<file path="src/rtl/matdet_gauss.sv">
// Fixed-point determinant by Gaussian elimination with partial pivoting.
// A single FSM walks a working copy of the matrix: one pivot candidate, one column, or one divide bit per cycle.
module matdet_gauss #(
    parameter int DATA_WIDTH  = 16,
    parameter int BIN_POS     = 8,
    parameter int MATRIX_SIZE = 4
) (
    input  logic                                          clk,
    input  logic                                          rst,
    input  logic                                          start,
    input  logic [MATRIX_SIZE*MATRIX_SIZE*DATA_WIDTH-1:0] matrix,
    output logic                                          ready,
    output logic                                          complete,
    output logic [DATA_WIDTH-1:0]                         det,
    output logic                                          singular,
    output logic                                          overflow
);
    localparam int W  = DATA_WIDTH;
    localparam int F  = BIN_POS;
    localparam int N  = MATRIX_SIZE;
    localparam int QW = W + F;
    localparam int IW = $clog2(N);
    localparam int CW = $clog2(QW) + 1;
    localparam logic [IW-1:0] LAST     = IW'(N - 1);
    localparam logic [CW-1:0] DIV_LAST = CW'(QW - 1);
    localparam logic [W-1:0]  ONE      = W'(64'd1 << F);
    localparam logic [QW-1:0] POS_LIM  = QW'((64'd1 << (W - 1)) - 64'd1);
    localparam logic [QW-1:0] NEG_LIM  = QW'(64'd1 << (W - 1));

    typedef enum logic [2:0] {IDLE, LOAD, SEARCH, SWAP, DIV, ELIM, ACC, DONE} state_t;

    state_t                       state_q;
    logic [N-1:0][N-1:0][W-1:0]   a_q;
    logic [IW-1:0]                k_q, r_q, s_q, c_q, piv_q;
    logic [W-1:0]                 max_q;
    logic [CW-1:0]                cnt_q;
    logic [W-1:0]                 rem_q, dvs_q;
    logic [QW-1:0]                quo_q;
    logic                         neg_q;
    logic [W-1:0]                 factor_q, det_acc_q;
    logic                         sign_q, ov_q;
    logic                         ready_q, complete_q, singular_q;
    logic [W-1:0]                 det_q;

    // Magnitude of a signed value as unsigned; the most negative value maps to 2^(W-1).
    function automatic logic [W-1:0] mag(input logic [W-1:0] x);
        return x[W-1] ? (~x + 1'b1) : x;
    endfunction

    // Returns {overflow, wrapped result} of (a*b) >>> F.
    function automatic logic [W:0] fmul(input logic [W-1:0] a, input logic [W-1:0] b);
        logic signed [2*W-1:0] p;
        logic signed [2*W-1:0] s;
        p = $signed({{W{a[W-1]}}, a}) * $signed({{W{b[W-1]}}, b});
        s = p >>> F;
        return {~((&s[2*W-1:W-1]) | ~(|s[2*W-1:W-1])), s[W-1:0]};
    endfunction

    logic [W-1:0]  srch_mag, cur_max;
    logic [IW-1:0] cur_piv;
    logic          srch_take;
    logic [W:0]    acc_mul, elim_mul;
    logic [W-1:0]  elim_d, det_fin;
    logic [IW-1:0] div_row;
    logic [W-1:0]  dvd_mag, dvs_mag;
    logic          dvd_neg;
    logic [W:0]    rem_sh;
    logic          div_ge, div_ov;
    logic [W-1:0]  rem_d, factor_d;
    logic [QW-1:0] quo_d;

    always_comb begin
        srch_mag  = mag(a_q[s_q][k_q]);
        srch_take = (s_q == k_q) || (srch_mag > max_q);
        cur_max   = srch_take ? srch_mag : max_q;
        cur_piv   = srch_take ? s_q : piv_q;

        acc_mul  = fmul(det_acc_q, a_q[k_q][k_q]);
        det_fin  = sign_q ? (~acc_mul[W-1:0] + 1'b1) : acc_mul[W-1:0];
        elim_mul = fmul(factor_q, a_q[k_q][c_q]);
        elim_d   = a_q[r_q][c_q] - elim_mul[W-1:0];

        // Row whose divide is set up next: first row below the pivot from ACC, else the following row.
        div_row = (state_q == ACC) ? k_q + 1'b1 : r_q + 1'b1;
        dvd_mag = mag(a_q[div_row][k_q]);
        dvs_mag = mag(a_q[k_q][k_q]);
        dvd_neg = a_q[div_row][k_q][W-1] ^ a_q[k_q][k_q][W-1];

        rem_sh   = {rem_q, quo_q[QW-1]};
        div_ge   = rem_sh >= {1'b0, dvs_q};
        rem_d    = div_ge ? W'(rem_sh - {1'b0, dvs_q}) : rem_sh[W-1:0];
        quo_d    = {quo_q[QW-2:0], div_ge};
        div_ov   = neg_q ? (quo_d > NEG_LIM) : (quo_d > POS_LIM);
        factor_d = neg_q ? (~quo_d[W-1:0] + 1'b1) : quo_d[W-1:0];
    end

    always_ff @(posedge clk) begin
        if (rst) begin
            state_q    <= IDLE;
            ready_q    <= 1'b1;
            complete_q <= 1'b0;
            det_q      <= '0;
            singular_q <= 1'b0;
            ov_q       <= 1'b0;
            k_q        <= '0;
            r_q        <= '0;
            s_q        <= '0;
            c_q        <= '0;
            piv_q      <= '0;
            max_q      <= '0;
            cnt_q      <= '0;
            rem_q      <= '0;
            quo_q      <= '0;
            dvs_q      <= '0;
            neg_q      <= 1'b0;
            factor_q   <= '0;
            det_acc_q  <= '0;
            sign_q     <= 1'b0;
        end else begin
            case (state_q)
                IDLE, DONE: begin
                    if (start) begin
                        a_q        <= matrix;
                        det_acc_q  <= ONE;
                        sign_q     <= 1'b0;
                        ov_q       <= 1'b0;
                        complete_q <= 1'b0;
                        ready_q    <= 1'b0;
                        singular_q <= 1'b0;
                        det_q      <= '0;
                        state_q    <= LOAD;
                    end
                end
                LOAD: begin
                    k_q     <= '0;
                    s_q     <= '0;
                    state_q <= SEARCH;
                end
                SEARCH: begin
                    max_q <= cur_max;
                    piv_q <= cur_piv;
                    if (s_q == LAST) begin
                        if (cur_max == '0) begin
                            singular_q <= 1'b1;
                            det_q      <= '0;
                            complete_q <= 1'b1;
                            ready_q    <= 1'b1;
                            state_q    <= DONE;
                        end else begin
                            state_q <= SWAP;
                        end
                    end else begin
                        s_q <= s_q + 1'b1;
                    end
                end
                SWAP: begin
                    if (piv_q != k_q) begin
                        a_q[k_q]   <= a_q[piv_q];
                        a_q[piv_q] <= a_q[k_q];
                        sign_q     <= ~sign_q;
                    end
                    state_q <= ACC;
                end
                ACC: begin
                    det_acc_q <= acc_mul[W-1:0];
                    ov_q      <= ov_q | acc_mul[W];
                    if (k_q == LAST) begin
                        det_q      <= det_fin;
                        singular_q <= 1'b0;
                        complete_q <= 1'b1;
                        ready_q    <= 1'b1;
                        state_q    <= DONE;
                    end else begin
                        r_q     <= k_q + 1'b1;
                        cnt_q   <= '0;
                        rem_q   <= '0;
                        quo_q   <= {dvd_mag, {F{1'b0}}};
                        dvs_q   <= dvs_mag;
                        neg_q   <= dvd_neg;
                        state_q <= DIV;
                    end
                end
                DIV: begin
                    rem_q <= rem_d;
                    quo_q <= quo_d;
                    cnt_q <= cnt_q + 1'b1;
                    if (cnt_q == DIV_LAST) begin
                        factor_q <= factor_d;
                        ov_q     <= ov_q | div_ov;
                        c_q      <= k_q + 1'b1;
                        state_q  <= ELIM;
                    end
                end
                ELIM: begin
                    a_q[r_q][c_q] <= elim_d;
                    ov_q          <= ov_q | elim_mul[W];
                    if (c_q == LAST) begin
                        if (r_q == LAST) begin
                            k_q     <= k_q + 1'b1;
                            s_q     <= k_q + 1'b1;
                            state_q <= SEARCH;
                        end else begin
                            r_q     <= r_q + 1'b1;
                            cnt_q   <= '0;
                            rem_q   <= '0;
                            quo_q   <= {dvd_mag, {F{1'b0}}};
                            dvs_q   <= dvs_mag;
                            neg_q   <= dvd_neg;
                            state_q <= DIV;
                        end
                    end else begin
                        c_q <= c_q + 1'b1;
                    end
                end
                default: state_q <= IDLE;
            endcase
        end
    end

    assign ready    = ready_q;
    assign complete = complete_q;
    assign det      = det_q;
    assign singular = singular_q;
    assign overflow = ov_q;
endmodule

</file>
<file path="config.mk">
export PLATFORM = sky130hd
export DESIGN_NAME = matdet_gauss
export DESIGN_NICKNAME = d
export VERILOG_FILES = /design/src/rtl/matdet_gauss.sv
export SDC_FILE = /design/constraint.sdc
export NUM_CORES = 2
export LEC_CHECK = 0
export ABC_AREA = 0
export BUFFER_PORTS_ARGS = -buffer_cell sky130_fd_sc_hd__buf_2
export CAP_MARGIN = 20
export CORE_ASPECT_RATIO = 1.1
export CORE_UTILIZATION = 49
export DETAILED_ROUTE_END_ITERATION = 7
export GPL_ROUTABILITY_DRIVEN = 0
export PLACE_DENSITY_LB_ADDON = 0.15
export SETUP_SLACK_MARGIN = 0.15
export SKIP_LAST_GASP = 1
export SYNTH_ARGS = -nofsm -noshare
export SYNTH_HDL_FRONTEND = slang
export SYNTH_SLANG_ARGS = --single-unit
</file>
<file path="constraint.sdc">
create_clock -name clk -period 31.8 [get_ports clk]
set_input_delay 7.95 -clock clk [delete_from_list [all_inputs] [get_ports clk]]
set_output_delay 7.95 -clock clk [all_outputs]
set_load 0.005 [all_outputs]
</file>
==> flow_summary.toml <==
[route]
dr_iter_0_viols = 6198
route.antenna.remaining_nets = 0
drc = 0
vias_per_cell = 6.58
detailedRoute.firstPassIterationCount = 7
via_count = 51761
routed_wl_mm = 213
wire_per_inst_um = 27.1

[grt]
grt_usage_pct = 35.6
initial_antenna_violation_count = 3
first_global_vias = 50933
grt_remaining_overflow = 0
global_route_wire_length_before_repair_mm = 322
maximum_number_of_pins_on_one_net_before_global_route_repair = 168

[setup_path]
reg2regPathDepth = 32
worstPathRequired_ns = 32.28
start_kind = "flip-flop"
critPathCaptureType = "flip-flop"
critPathSlowestCell = "sky130_fd_sc_hd__mux4_2"
path_max_fanout = 40
cp_data_arrival_time_ns = 11.88
cpPeakStageDelay_ns = 0.74
cp_num_buf_inv = 4
worst_path_most_repeated_cell = "sky130_fd_sc_hd__o21ai_0"
crit_family = "adder cells"
critical_path_depth = 32
critPathKind = "flip-flop to flip-flop"

[sta]
fin_worst_hold_slack_ns = 0.450
relative_slew_slack_pct = 20.3
report.final.setup_viol = 0
post-route-period-util_pct = 35.9
hold_viol = 0
final_max_slew_viol_count = 0
setup-tns-final_ns = 0
fmaxAchievable_ghz = 0.0877
rsz0062_at_grt = "false"
tightestPinTransition_ns = 1.19
fin_crit_ns = 11.40
fin_skew_ns = 0.0535

[clocking]
worstSkewPairLatency_ns = 0.68
post_cts.resized_instances = 0
htree_levels = 2
cts_buffers = 53
hold_buffers = 0
tritoncts = "built"
tritoncts_num_sinks = 401
clockBufferDepth = 3
clock_root_buffer = "sky130_fd_sc_hd__clkbuf_16"
clk_pin_slew_worst_paths_ns = 0.06
post_cts.repair.setup_buffers = 0

[logic_synthesis]
synthArstFlopShare_pct = 0
yosysSeqAreaShare_pct = 18.3
synth_fp_nets = 7356
synth.avg_cell_area_um2 = 9.12
top_post_synthesis_cells_by_area = "sky130_fd_sc_hd__fa_1 18%, sky130_fd_sc_hd__edfxtp_1 13%, sky130_fd_sc_hd__mux4_2 12%"
synthDominantAreaCellType = "sky130_fd_sc_hd__fa_1"
dominantRegCellSynth = "sky130_fd_sc_hd__edfxtp_1"
number_of_enable_type_register_cells_in_the_synthesized_netlist = 256
postSynthRegisterBits = 401
syn_area_um2 = 57900
synth.top_cell.area_share_pct = 18.1
ys.warnings.count = 0
netlist-cell-type-count = 84
synthesis.instances = 6349

[floorplan]
die-area_um2 = 120000
std_cell_rows = 131
core_area_um2 = 117000
chipHeight_um = 363
starting_density_of_the_core_pct = 49.7
floorplan.die.width_um = 330
floorplan.io_pins = 279

[placed_design]
placed_cell_area_um2 = 60200
placed_cells = 7760
detailedPlacementHpwl_mm = 149
port_buffers = 278

[status]
run_status = "finished clean"

[final_layout]
fin_nets = 7296
n_fill_cell = 10726
finish.cell_count_without_fillers = 7863
mostFrequentLayoutCells = "695 x sky130_fd_sc_hd__nand2_1, 677 x sky130_fd_sc_hd__inv_1, 524 x sky130_fd_sc_hd__fa_1"
final_common_cell = "sky130_fd_sc_hd__nand2_1"
drive_above_1_share_pct = 13.6
post-route-cell-area_um2 = 62000
syn2layout_area_growth_pct = 7.07

[pwr]
power_mw = 2.26
comb_power_share_pct = 39.5
clockPowerShare_pct = 27.9
vdd_drop_max_uv = 38.9
swShare_pct = 40.6
internal_power_mw = 1.34
switchingPower_uw = 915
leakagePower_nw = 25.3
power_per_cell_area_nw_per_um2 = 36.4
seq_power_share_pct = 32.6

[job]
maxCapViolations = 0

[min_path]
timing.hold.worst_path_depth = 2
hold_path_class = "flip-flop to flip-flop"
[metrics by stage]
step	utilization (%)	setup WS (ns)
2_1_floorplan	-	3.56
3_3_place_gp	51.7	20.74
5_1_grt	53.2	19.68
4_1_cts	53.2	20.61
3_5_place_dp	51.7	20.64
6_report	53.2	20.40
[cell families (layout without fill, tap and decap cells)]
group | count (synthesis) | in the layout | synth area share (%)
AND/OR/NAND/NOR | 1684 | 1684 | 13.2
AO/OA/AOI/OAI | 1536 | 1536 | 17.0
buffers and inverters | 1173 | 1155 | 7.82
adder cells (fa/ha/maj) | 748 | 748 | 22.9
multiplexers | 649 | 649 | 18.3
flip-flops | 401 | 401 | 18.3
XOR/XNOR | 158 | 158 | 2.39
other | 0 | 3 | 0
[area by class of cell]
| cell class | instances | area (um^2) | share of cell area [%] |
|---|---|---|---|
| multi-input combinational | 4775 | 43000 | 69.4 |
| sequential | 401 | 10600 | 17.1 |
| inverter | 682 | 2560 | 4.13 |
| timing repair buffer | 376 | 2170 | 3.50 |
| tap | 1529 | 1910 | 3.08 |
| clock buffer | 73 | 1490 | 2.41 |
| clock inverter | 24 | 240 | 0.387 |
| antenna | 3 | 7.51 | 0.0121 |
[sequential cells by signal, indices dropped and copies added (netlist names), 16 cells and up]
name and cells:
factor_q 16, rem_q 16, dvs_q 16, det_acc_q 16, quo_q 24, det 16
a_q 256, max_q 16
[Yosys cell counts, drive strengths merged, types with 38 or more instances]
cell type and count:
dfxtp 145, ha 224, a22oi 79, o221ai 71
mux2i 310, a211oi 244, xor2 59, and2 216
inv 681, a21boi 42, fa 524, edfxtp 256
mux4 326, a31oi 44, nor2b 63, o21ai 397
nor2 451, clkbuf 393, a21o 46, buf 98
a222oi 46, nand2 696, a21oi 407, nor3 38
nand2b 55, xnor2 99
[tightest hold or removal path: cells and delay by family (launching register included)]
kind | cells | cell delay (ns)
flip-flops | 1 | 0.31
AND/OR/NAND/NOR | 1 | 0.05
AO/OA/AOI/OAI | 1 | 0.05
[final timing paths]
kind / endpoint / from / slack [ns]
setup / recovery: a_q[238]$_DFFE_PP_ / k_q[0]$_SDFFE_PP0P_ / 20.40
hold / removal: dvs_q[10]$_SDFFE_PP0P_ / dvs_q[10]$_SDFFE_PP0P_ / 0.45
setup reg to reg: a_q[238]$_DFFE_PP_ / k_q[0]$_SDFFE_PP0P_ / 20.40
hold reg to reg: dvs_q[10]$_SDFFE_PP0P_ / dvs_q[10]$_SDFFE_PP0P_ / 0.45
[metal layers]
layer,wire length [um],global-route usage [%],share of wire (%),vias up
met5,11,0,0.0052,-
met4,14700,21.2,6.9,2
met3,22900,8.28,11,705
met2,96500,55.7,45,3104
met1,79100,44.9,37,25563
li1,-,-,-,22387
[power by group through the flow]
stage               registers (mW)  logic [mW]  clock network [mW]
floorplan                    0.729       0.622                   0
global placement             0.737       0.854                   0
detailed placement           0.740       0.865                   0
CTS                          0.729       0.870               0.633
global route                 0.741       0.960               0.650
finish                       0.735       0.892               0.630
Power figures use the tool's default switching activity.
